$ cat src/rtl/muldiv_pkg.sv
// Shared encodings for the MIPS multiply/divide unit.
// Op codes match the 2-bit op port; counter width is derived from WIDTH.
package muldiv_pkg;

  typedef enum logic [1:0] {
    OP_MULT  = 2'b00,
    OP_MULTU = 2'b01,
    OP_DIV   = 2'b10,
    OP_DIVU  = 2'b11
  } op_t;

  typedef enum logic [1:0] {
    S_IDLE = 2'd0,
    S_CALC = 2'd1,
    S_FIX  = 2'd2
  } state_t;

  localparam int WIDTH_DEFAULT = 32;

  function automatic int cnt_width(input int w);
    return (w > 1) ? $clog2(w) : 1;
  endfunction

endpackage

$ cat src/rtl/muldiv_datapath.sv
// Iterative shift-add multiply / restoring shift-subtract divide on magnitudes.
// After WIDTH steps: multiply {acc,quo} = product; divide quo = quotient, acc = remainder.
module muldiv_datapath #(
  parameter int WIDTH = 32
) (
  input  logic             clk,
  input  logic             rst,
  input  logic             load,
  input  logic             step,
  input  logic             is_div,
  input  logic [WIDTH-1:0] a_mag,
  input  logic [WIDTH-1:0] b_mag,
  output logic [WIDTH-1:0] acc,
  output logic [WIDTH-1:0] quo
);

  logic [WIDTH-1:0] m;
  logic [WIDTH:0]   mul_sum;
  logic [WIDTH:0]   div_trial;
  logic [WIDTH-1:0] div_diff;
  logic             div_ok;

  always_comb begin
    mul_sum   = {1'b0, acc} + (quo[0] ? {1'b0, m} : {(WIDTH+1){1'b0}});
    div_trial = {acc, quo[WIDTH-1]};
    div_ok    = (div_trial >= {1'b0, m});
    // When the trial subtract succeeds the difference is below 2^WIDTH, so the low bits suffice.
    div_diff  = div_trial[WIDTH-1:0] - m;
  end

  always_ff @(posedge clk) begin
    if (rst) begin
      acc <= '0;
      quo <= '0;
      m   <= '0;
    end else if (load) begin
      acc <= '0;
      quo <= a_mag;
      m   <= b_mag;
    end else if (step) begin
      if (is_div) begin
        acc <= div_ok ? div_diff : div_trial[WIDTH-1:0];
        quo <= {quo[WIDTH-2:0], div_ok};
      end else begin
        acc <= mul_sum[WIDTH:1];
        quo <= {mul_sum[0], quo[WIDTH-1:1]};
      end
    end
  end

endmodule

$ cat src/rtl/muldiv_unit.sv
// Multi-cycle MIPS multiply/divide unit with architectural HI/LO registers.
// Start to done takes WIDTH+1 edges; hi/lo change only on completion or an idle move.
module muldiv_unit
  import muldiv_pkg::*;
#(
  parameter int WIDTH = WIDTH_DEFAULT
) (
  input  logic             clk,
  input  logic             rst,
  input  logic             start,
  input  logic [1:0]       op,
  input  logic [WIDTH-1:0] rs_data,
  input  logic [WIDTH-1:0] rt_data,
  input  logic             mthi,
  input  logic             mtlo,
  output logic             busy,
  output logic             done,
  output logic [WIDTH-1:0] hi,
  output logic [WIDTH-1:0] lo
);

  localparam int CNT_W = cnt_width(WIDTH);
  localparam logic [CNT_W-1:0] CNT_LAST = CNT_W'(WIDTH - 1);

  state_t           state_q, state_d;
  logic [CNT_W-1:0] cnt_q;
  logic             is_div_q, is_signed_q, neg_q, rs_neg_q, div0_q;
  logic [WIDTH-1:0] hi_q, lo_q;
  logic             done_q;

  logic             load, step, fix;
  op_t              op_in;
  logic             in_signed, in_div, rs_neg, rt_neg;
  logic [WIDTH-1:0] rs_mag, rt_mag;
  logic [WIDTH-1:0] acc, quo;
  logic [2*WIDTH-1:0] prod, prod_fix;
  logic [WIDTH-1:0] res_hi, res_lo;

  assign op_in     = op_t'(op);
  assign in_signed = (op_in == OP_MULT) || (op_in == OP_DIV);
  assign in_div    = (op_in == OP_DIV) || (op_in == OP_DIVU);
  assign rs_neg    = in_signed & rs_data[WIDTH-1];
  assign rt_neg    = in_signed & rt_data[WIDTH-1];
  assign rs_mag    = rs_neg ? (~rs_data + 1'b1) : rs_data;
  assign rt_mag    = rt_neg ? (~rt_data + 1'b1) : rt_data;

  always_comb begin
    state_d = state_q;
    load    = 1'b0;
    step    = 1'b0;
    fix     = 1'b0;
    case (state_q)
      S_IDLE: begin
        if (start) begin
          load    = 1'b1;
          state_d = S_CALC;
        end
      end
      S_CALC: begin
        step = 1'b1;
        if (cnt_q == CNT_LAST) state_d = S_FIX;
      end
      S_FIX: begin
        fix     = 1'b1;
        state_d = S_IDLE;
      end
      default: state_d = S_IDLE;
    endcase
  end

  // Divide by zero leaves remainder = |rs|; restoring the dividend sign yields rs exactly.
  always_comb begin
    prod     = {acc, quo};
    prod_fix = (is_signed_q && neg_q) ? (~prod + 1'b1) : prod;
    res_hi   = prod_fix[2*WIDTH-1:WIDTH];
    res_lo   = prod_fix[WIDTH-1:0];
    if (is_div_q) begin
      res_hi = rs_neg_q ? (~acc + 1'b1) : acc;
      if (div0_q)                   res_lo = '1;
      else if (is_signed_q && neg_q) res_lo = ~quo + 1'b1;
      else                           res_lo = quo;
    end
  end

  muldiv_datapath #(.WIDTH(WIDTH)) u_datapath (
    .clk    (clk),
    .rst    (rst),
    .load   (load),
    .step   (step),
    .is_div (load ? in_div : is_div_q),
    .a_mag  (rs_mag),
    .b_mag  (rt_mag),
    .acc    (acc),
    .quo    (quo)
  );

  always_ff @(posedge clk) begin
    if (rst) begin
      state_q     <= S_IDLE;
      cnt_q       <= '0;
      is_div_q    <= 1'b0;
      is_signed_q <= 1'b0;
      neg_q       <= 1'b0;
      rs_neg_q    <= 1'b0;
      div0_q      <= 1'b0;
      hi_q        <= '0;
      lo_q        <= '0;
      done_q      <= 1'b0;
    end else begin
      state_q <= state_d;
      done_q  <= fix;
      if (load) begin
        cnt_q       <= '0;
        is_div_q    <= in_div;
        is_signed_q <= in_signed;
        neg_q       <= rs_neg ^ rt_neg;
        rs_neg_q    <= rs_neg;
        div0_q      <= (rt_data == '0);
      end else if (step) begin
        cnt_q <= cnt_q + 1'b1;
      end
      if (fix) begin
        hi_q <= res_hi;
        lo_q <= res_lo;
      end else if (state_q == S_IDLE && !start) begin
        if (mthi) hi_q <= rs_data;
        if (mtlo) lo_q <= rs_data;
      end
    end
  end

  assign busy = (state_q != S_IDLE);
  assign done = done_q;
  assign hi   = hi_q;
  assign lo   = lo_q;

endmodule

$ cat config.mk
export PLATFORM = sky130hd
export DESIGN_NAME = muldiv_unit
export DESIGN_NICKNAME = d
export VERILOG_FILES = /design/src/rtl/muldiv_pkg.sv /design/src/rtl/muldiv_datapath.sv /design/src/rtl/muldiv_unit.sv
export SDC_FILE = /design/constraint.sdc
export NUM_CORES = 1
export LEC_CHECK = 0
export ABC_AREA = 0
export CAP_MARGIN = 0
export CORE_MARGIN = 10
export CORE_UTILIZATION = 45
export DETAILED_ROUTE_END_ITERATION = 10
export HOLD_SLACK_MARGIN = 0.15
export PLACE_DENSITY = 0.65
export SETUP_SLACK_MARGIN = 0.05
export SLEW_MARGIN = 15
export SYNTH_ARGS = -nofsm -noshare
export SYNTH_HDL_FRONTEND = slang
export SYNTH_SLANG_ARGS = --single-unit
$ cat constraint.sdc
create_clock -name clk -period 9.25 [get_ports clk]
set_clock_uncertainty 0.2 [all_clocks]
set_input_delay 1.85 -clock clk [delete_from_list [all_inputs] [get_ports clk]]
set_output_delay 1.85 -clock clk [all_outputs]
set_load 0.1 [all_outputs]
# [Yosys cells after proc, flatten, opt, wreduce, memory -nomap -nowiden]
# Index checks and enable logic that the tools add are counted.
[word_totals] ff_bits=173 input_bits=71 out_inout_bits=66 elab_cells=82
[classes] addsub=8 n_lt_le_gt_ge=1 eq_ne=7 muxes=28 bitwise=8 n_reduce_logical=17
[op_table] cell="$mux W32" count=19
[op_table] cell="$add A32 B1 Y32 const B" count=4
[op_table] cell="$not A32 Y32" count=4
[op_table] cell="$add A64 B1 Y64 const B" count=1
[op_table] cell="$mux W64" count=1
[op_table] cell="$not A64 Y64" count=1
[op_table] cell="$add A32 B33 Y33" count=1
[op_table] cell="$ge A33 B32 Y1" count=1
[op_table] cell="$logic_not A32 Y1" count=1
[op_table] cell="$sub A32 B32 Y32" count=1
[op_table] cell="$reduce_bool A2 Y1" count=5
[op_table] cell="$eq A2 B2 Y1 const B" count=3
[op_table] cell="$reduce_and A2 Y1" count=3
[op_table] cell="$add A5 B1 Y5 const B" count=1
[op_table] cell="$eq A5 B5 Y1 const B" count=1
[op_table] cell="$mux W1" count=5
[op_table] cell="$logic_not A2 Y1" count=2
[op_table] cell="$mux W2" count=2
[op_table] cell="$ne A2 B2 Y1 const B" count=2
[op_table] cell="$pmux W2 S2" count=1
[op_table] cell="$and A1 B1 Y1" count=2
[op_table] cell="$eq A2 B1 Y1 const B" count=1
[op_table] cell="$logic_and A1 B1 Y1" count=2
[op_table] cell="$logic_or A1 B1 Y1" count=2
[op_table] cell="3 further kinds" count=3

# [Longest topological paths before layout]
# Gate-level depths: netlist of run 1.
[depth] word_depth=6 ltp_mapped=14 depth_no_buf=13

# [By module]
# From an unflattened synthesis of run 1, not the netlist that was laid out.
[unflattened] hier_cells=1942 area_unflattened_um2=14661.6
[modules_own_cells] mod="muldiv_datapath" n_inst=1 cells_each=1083 area_each_um2=8249.2
[modules_own_cells] mod="muldiv_unit" n_inst=1 cells_each=859 area_each_um2=6412.4

# [Worst setup path after synthesis of run 1]
# Ideal clock, no wire load.
[synth_path] path_type="in2reg" start="in rs_data[2]" end="reg u_datapath.quo[29]" t_arrival_ns=3.993 path_slack_ns=4.930 cell_stages=10 cell_sequence="clkbuf_1 nor4_1 nand3_1 nor3_1 and2_1 nand2_1 o41ai_1 xnor2_1 a221oi_1 nor2_1"
[synth_via] elab_chain_len=4
[synth_rtl] item="start: declaration" line="muldiv_unit.sv:12" rtl="input logic [WIDTH-1:0] rs_data,"
[synth_rtl] item="$not A32 Y32" line="muldiv_unit.sv:44" rtl="assign rs_mag = rs_neg ? (~rs_data + 1'b1) : rs_data;"
[synth_rtl] item="$add A32 B1 Y32" line="muldiv_unit.sv:44"
[synth_rtl] item="$mux W32" line="muldiv_unit.sv:44"
[synth_rtl] item="$mux W32" line="muldiv_datapath.sv:36" rtl="end else if (load) begin"
[synth_rtl] item="end signal: assignment" line="muldiv_datapath.sv:38" rtl="quo <= a_mag;"
[synth_rtl] item="end signal: assignment" line="muldiv_datapath.sv:43" rtl="quo <= {quo[WIDTH-2:0], div_ok};"
[synth_rtl] item="end signal: assignment" line="muldiv_datapath.sv:46" rtl="quo <= {mul_sum[0], quo[WIDTH-1:1]};"
[synth_rtl] item="end: declaration" line="muldiv_datapath.sv:14" rtl="output logic [WIDTH-1:0] quo"
# No other way between the ends.
# A chain may end at the register's enable or synchronous reset.

# [Final worst setup path of run 1]
# Ends and elaborated chain as after synthesis.

==> results.sh, run 1 <==
export IMPL_status="finished, final reports clean"
export IMPL_peakVddDrop_v=0.0001394
export IMPL_grt_overflow_total=0
export IMPL_cts_resized=0
export IMPL_drt_total_wl_mm=53.67
export IMPL_p_leak_uw=0.006222
export IMPL_gp_congestion=0.9695
export IMPL_period_share=0.5299
export IMPL_core_area_um2=30670
export IMPL_routed_via_density=6.220
export IMPL_grtUsageTotal=0.2665
export IMPL_synth_distinct_cells=70
export IMPL_finalSetupTns_ns=0
export IMPL_io_buffers=136
export IMPL_htreeDepth=4
export IMPL_n_antenna_cell=0
export IMPL_dpl_hpwl_mm=40.76
export IMPL_fmax_mhz=204.0
export IMPL_max_cap_violations=0
export IMPL_place_ws_ns=3.969
export IMPL_clk_pin_slew_ns=0.07
export IMPL_setup_ws_ns=4.348
export IMPL_cp_data_required_time_ns=9.35
export IMPL_tritoncts_num_buffers=17
export IMPL_num_io_pins=137
export IMPL_dr_total_vias=14803
export IMPL_grt_pass1_wl_mm=82.12
export IMPL_ys_warn_count=0
export IMPL_startpoint_type="primary input"
export IMPL_nNetsFinal=2115
export IMPL_yosysSeqAreaShare=0.2472
export IMPL_hold_viol=0
export IMPL_synthAdderAreaFrac=0.06538
export IMPL_syn2layout_area_growth_pct=14.88
export IMPL_cts_path_max_buffers=2
export IMPL_drive_gt1_frac=0.04234
export IMPL_synth_xor_area_share=0.1075
export IMPL_grt_start_max_net_pins=77
export IMPL_die_area_um2=38590
export IMPL_synth_simple_area_share=0.2004
export IMPL_synthArstFlopShare=0
export IMPL_path_class="primary input to flip-flop"
export IMPL_finalPower_uw=2505
export IMPL_cp_slowest_stage_delay_ns=0.76
export IMPL_syn_num_nets=2068
export IMPL_fin_util=0.5247
export IMPL_die_w_um=196.4
export IMPL_critPathTopFamily="simple AND/OR/NAND/NOR gates"
export IMPL_drcViolationCount=0
export IMPL_highest_signal_layer="met4"
export IMPL_path_buf_inv=1
export IMPL_critical_path_max_fanout=7
export IMPL_worst_ep_arrival_time_ns=5.00
export IMPL_tritoncts="done"
export IMPL_grt_pass1_vias=13702
export IMPL_wl_met2_mm=23.98
export IMPL_synth_area_um2=14010
export IMPL_cts_root_buf="clkbuf_16"
export IMPL_chipHeight_um=196.4
export IMPL_pwr_density_cell_nw_per_um2=155.6
export IMPL_synth_compound_area_frac=0.2951
export IMPL_layoutNonFillerInstCount=2380
export IMPL_cp_end_kind="flip-flop"
export IMPL_synthMuxAreaShare=0.03242
export IMPL_cp_slowest_cell="nor4_1"
export IMPL_ys_flop_type="dfxtp_1"
export IMPL_numClockSinks=173
export IMPL_start_util=0.4568
export IMPL_placed_cells=2349
export IMPL_clock_latency_ns=0.44
export IMPL_setup_violations=0
export IMPL_postSynthAreaPerCell_um2=7.277
export IMPL_slew_headroom=0.1916
export IMPL_synth_cells=1925
export IMPL_wl_met3_mm=3.981
export IMPL_rsz0062_at_grt="false"
export IMPL_post_cts_repair_setup_buffers=0
export IMPL_postCtsHoldBufs=0
export IMPL_synth_ff_latch_count=173
export IMPL_ant_nets=0
export IMPL_synth_top_family_by_area="compound AO/OA/AOI/OAI gates"
export IMPL_fin_crit_ns=4.902
export IMPL_slew_viol_final=0
export IMPL_drtPass1Iterations=8
export IMPL_fp_row_count=64
export IMPL_worstMarginPinSlew_ns=1.210
export IMPL_first_iter_violations=1578
export IMPL_synth_edf_count=0
export IMPL_m1WireLength_mm=23.26
export IMPL_hp_class="flip-flop to flip-flop"
export IMPL_cp_cell_sequence="clkdlybuf4s50_1, nor4_1, nand3_1, nor3_1, and2_1, nand2_1, o41ai_1, xnor2_1, a221oi_1, nor2_1"
export IMPL_grt_antenna_before_repair=0
export IMPL_nFillCells=3043
export IMPL_wl_per_cell_um=22.55
-- layout by cell type, fill, tap and decap left out, types with 42 or more instances in the layout --
cell / synthesis / layout
mux2i_1: 42 / 42
nand2_1: 216 / 216
clkdlybuf4s50_1: 0 / 135
o21ai_0: 133 / 133
a211oi_1: 43 / 43
a21oi_1: 213 / 213
nor2_1: 210 / 208
xnor2_1: 94 / 94
dfxtp_1: 173 / 172
ha_1: 70 / 70
xor2_1: 78 / 78
inv_1: 62 / 62
-- registers in the layout, summed over array words and instances, names as in the netlist --
| name | flops |
|---|---|
| hi | 32 |
| lo | 32 |
| u_datapath.acc | 32 |
| u_datapath.m | 32 |
| u_datapath.quo | 32 |
| cnt_q | 5 |
| state_q | 2 |
| div0_q | 1 |
| done | 1 |
| is_div_q | 1 |
| is_signed_q | 1 |
| neg_q | 1 |
| rs_neg_q | 1 |
-- layer usage --
metal | global-route usage | vias to the layer above
met5 | 0 | -
met4 | 0.1301 | 0
met3 | 0.04345 | 97
met2 | 0.4184 | 628
met1 | 0.3483 | 7008
li1 | - | 7070
-- cells in the mapped netlist, drive strengths merged, types with 7 or more instances --
cell | n | area [um^2]
and2 | 12 | 75.07
nor3 | 40 | 205.2
nand2b | 15 | 93.84
o21ai | 135 | 675.7
o221ai | 33 | 289.0
a211oi | 43 | 322.8
a22o | 7 | 61.31
ha | 70 | 875.8
nor2 | 210 | 788.3
o31ai | 22 | 165.2
a221oi | 8 | 70.07
xnor2 | 94 | 823.3
nor4 | 18 | 112.6
dfxtp | 173 | 3463
clkbuf | 120 | 452.9
nand3 | 18 | 90.09
a2111oi | 8 | 76.32
mux2i | 42 | 420.4
o211ai | 39 | 292.8
nand4 | 17 | 106.4
a21oi | 213 | 1066
nor2b | 8 | 50.05
o41ai | 12 | 105.1
a21o | 35 | 262.8
o22ai | 11 | 68.82
or2 | 7 | 43.79
a31oi | 28 | 175.2
xor2 | 78 | 683.2
inv | 62 | 232.7
and3 | 14 | 87.58
or3 | 18 | 118.9
nand2 | 216 | 810.8
buf | 9 | 41.29
or4 | 11 | 97.59
o21a | 11 | 82.58
-- final cells by class --
cell class,count,area (um^2),share of cell area
tap,396,495.5,0.03079
clock buffer,19,432.9,0.02690
inverter,62,232.7,0.01446
timing repair buffer,157,1516,0.09423
multi-input combinational,1561,9844,0.6117
clock inverter,12,106.4,0.006609
sequential,173,3465,0.2153
-- metrics by stage --
step                      cell area [um^2]  hold slack, ns
after global placement               15550          0.2396
final                                16090          0.2507
after detailed placement             15550          0.2451
after floorplan                      14010          0.2406
after CTS                            16090          0.2530
after global routing                 16090          0.2726
-- kinds of logic after synthesis --
kind of cell,Yosys count
compound gates,653
simple gates,619
mux,45
xor+xnor,172
fa+ha+maj,72
flops,173
buf+inv,191
-- where the power goes --
| group | switching (uW) | internal [uW] | total [uW] |
|---|---|---|---|
| sequential | 73.4 | 793 | 866 |
| clock | 335 | 350 | 686 |
| combinational | 624 | 329 | 953 |
| total | 1030 | 1470 | 2500 |
-- path summary, 6_finish.rpt --
check / from / slack [ns] / depth (start not counted) / end
setup reg to reg: u_datapath.m[4]$_SDFFE_PP0P_ / 4.74 / 12 / u_datapath.acc[8]$_SDFFE_PP0P_
setup / recovery: rs_data[2] / 4.35 / 10 / u_datapath.quo[29]$_SDFFE_PP0P_
hold / removal: lo[7]$_SDFFE_PP0P_ / 0.25 / 2 / lo[7]$_SDFFE_PP0P_
hold reg to reg: lo[7]$_SDFFE_PP0P_ / 0.25 / 2 / lo[7]$_SDFFE_PP0P_
-- tightest hold or removal path: cells and delay by family (launching register included) --
kind            cells  cell delay (ns)
flops               1             0.31
compound gates      1             0.05
simple gates        1             0.05
(Power assumes the default switching activity.)
==> inputs of run 2 (changes only) <==
==> constraint.sdc (replaced) <==
create_clock -name clk -period 4.6 [get_ports clk]
set_clock_uncertainty 0.2 [all_clocks]
set_input_delay 0.92 -clock clk [delete_from_list [all_inputs] [get_ports clk]]
set_output_delay 0.92 -clock clk [all_outputs]
set_load 0.1 [all_outputs]
==> results.sh, run 2 (same netlist as run 1, synthesis figures left out) <==
export IMPL_fin_crit_ns=4.112
export IMPL_stdcell_area_um2=16530
export IMPL_slew_viol_final=0
export IMPL_cts_path_max_buffers=2
export IMPL_post_cts_repair_setup_buffers=0
export IMPL_wl_per_cell_um=23.62
export IMPL_seqPwrFrac=0.327
export IMPL_swShare=0.4184
export IMPL_hold_viol=0
export IMPL_grt_start_max_net_pins=65
export IMPL_gp_congestion=1.015
export IMPL_hp_class="flip-flop to flip-flop"
export IMPL_reg2reg_slack_ns=0.49
export IMPL_status="finished, final reports clean"
export IMPL_internal_power_uw=3028
export IMPL_r2r_end="u_datapath.acc[31]$_SDFFE_PP0P_"
export IMPL_clock_latency_ns=0.45
export IMPL_finalSetupTns_ns=0
export IMPL_met2_usage=0.4633
export IMPL_rr_worst_depth=11
export IMPL_worstMarginPinSlew_ns=1.049
export IMPL_syn2layout_area_growth_pct=18.01
export IMPL_nNetsFinal=2169
export IMPL_grt_overflow_total=0
export IMPL_io_buffers=136
export IMPL_chipHeight_um=196.4
export IMPL_routed_via_density=6.300
export IMPL_place_area_um2=15950
export IMPL_start_util=0.4568
export IMPL_timing_rr_start="u_datapath.acc[6]$_SDFFE_PP0P_"
export IMPL_nFillCells=2996
export IMPL_p_leak_uw=0.006522
export IMPL_final_common_cell="nand2_1"
export IMPL_rsz0062_at_grt="false"
export IMPL_n_antenna_cell=0
export IMPL_hold_start="lo[24]$_SDFFE_PP0P_"
export IMPL_htreeDepth=4
export IMPL_drtPass1Iterations=6
export IMPL_postCtsHoldBufs=0
export IMPL_core_area_um2=30670
export IMPL_tritoncts="done"
export IMPL_grt_pass1_vias=14602
export IMPL_peakVddDrop_v=0.0002359
export IMPL_drive_gt1_frac=0.06817
export IMPL_setup_violations=0
export IMPL_period_share=0.8939
export IMPL_worst_ep_arrival_time_ns=4.28
export IMPL_num_io_pins=137
export IMPL_first_iter_violations=1428
export IMPL_path_class="flip-flop to flip-flop"
export IMPL_top_usage_layer="met2"
export IMPL_clk_pin_slew_ns=0.08
export IMPL_drt_total_wl_mm=57.51
export IMPL_grt_pass1_wl_mm=87.11
export IMPL_cp_end_kind="flip-flop"
export IMPL_met1_usage=0.3558
export IMPL_numClockSinks=173
export IMPL_multiInputGateArea_um2=9839
export IMPL_startpoint_type="flip-flop"
export IMPL_die_w_um=196.4
export IMPL_ant_nets=0
export IMPL_pwr_density_cell_nw_per_um2=314.9
export IMPL_fp_row_count=64
export IMPL_switchingPower_uw=2178
export IMPL_register_area_um2=3465
export IMPL_min_to="lo[24]$_SDFFE_PP0P_"
export IMPL_drcViolationCount=0
export IMPL_pwr_share_comb=0.388
export IMPL_clkPwrFrac=0.285
export IMPL_dr_total_vias=15341
export IMPL_fmax_mhz=243.2
export IMPL_cts_resized=0
export IMPL_grt_antenna_before_repair=1
export IMPL_cp_data_required_time_ns=4.77
export IMPL_grt_use_met3=0.04735
export IMPL_grtUsageTotal=0.2843
export IMPL_mostFrequentLayoutCells="216 x nand2_1, 213 x a21oi_1, 208 x nor2_1"
export IMPL_tritoncts_num_buffers=17
export IMPL_slew_headroom=0.2987
export IMPL_critical_path_max_fanout=14
export IMPL_dpl_hpwl_mm=44.61
export IMPL_die_area_um2=38590
export IMPL_max_cap_violations=0
export IMPL_cts_root_buf="clkbuf_16"
export IMPL_holdPathStages=2
-- run 2: cell types whose count changed in the layout (fill, tap and decap cells not counted) --
cell	delta
buf_4	+54
clkbuf_1	-1
clkinv_4	+1
clkinv_8	+2
clkinvlp_4	-3
inv_8	+2
o31ai_1	+1
o31ai_2	-1
-- run 2: area by class of cell --
type / count / area share
clock buffer: 18 / 0.02596
clock inverter: 14 / 0.008931
timing repair buffer: 211 / 0.1163
sequential: 173 / 0.2096
tap: 396 / 0.02997
inverter: 62 / 0.01408
multi-input combinational: 1561 / 0.5952
-- run 2: power groups by stage --
stage | Clock (uW) | Combinational, uW | Sequential (uW)
finish | 1480 | 2020 | 1700
global placement | 0 | 1980 | 1730
CTS | 1490 | 1980 | 1700
global route | 1550 | 2170 | 1720
floorplan | 0 | 1170 | 1880
detailed placement | 0 | 1970 | 1740
-- run 2: layer usage --
metal | share of wire | vias to the layer above
li1 | - | 7190
met1 | 0.42 | 7264
met2 | 0.45 | 749
met3 | 0.081 | 136
met4 | 0.050 | 2
met5 | 0.00014 | -
-- run 2: worst max-delay path by stage --
stage,startpoint,endpoint,slack (ns),cells after the start
after floorplan,u_datapath.acc[7]$_SDFFE_PP0P_,u_datapath.acc[11]$_SDFFE_PP0P_,0.95,13
after global placement,u_datapath.quo[31]$_SDFFE_PP0P_,u_datapath.acc[31]$_SDFFE_PP0P_,0.64,12
after detailed placement,u_datapath.m[9]$_SDFFE_PP0P_,u_datapath.acc[31]$_SDFFE_PP0P_,0.50,12
after CTS,u_datapath.acc[6]$_SDFFE_PP0P_,u_datapath.acc[31]$_SDFFE_PP0P_,0.51,11
after global routing,u_datapath.acc[7]$_SDFFE_PP0P_,u_datapath.acc[31]$_SDFFE_PP0P_,0.12,11
final,u_datapath.acc[6]$_SDFFE_PP0P_,u_datapath.acc[31]$_SDFFE_PP0P_,0.49,11
-- run 2: stage by stage --
step                      cells  utilization  setup slack, ns  power (uW)  hold WS [ns]
after floorplan            1925            -           0.9548        3056        0.2406
after global placement     2403       0.5202           0.6388        3710        0.2423
after detailed placement   2403       0.5202           0.5005        3710        0.2444
after CTS                  2435       0.5390           0.5116        5176        0.2539
after global routing       2435       0.5390           0.1164        5433        0.2766
final                      2435       0.5390           0.4882        5206        0.2541
-- run 2: worst max-delay path, stage by stage, from the launching register on --
cell,delay [ns]
dfxtp_1,0.42
ha_1,0.45
nand2_1,0.12
nor2_1,0.18
o2111ai_1,0.20
a2111oi_0,0.63
o2111ai_1,0.35
o21ai_2,0.56
buf_4,0.35
nor4_1,0.08
or3_1,0.36
a31oi_1,0.13
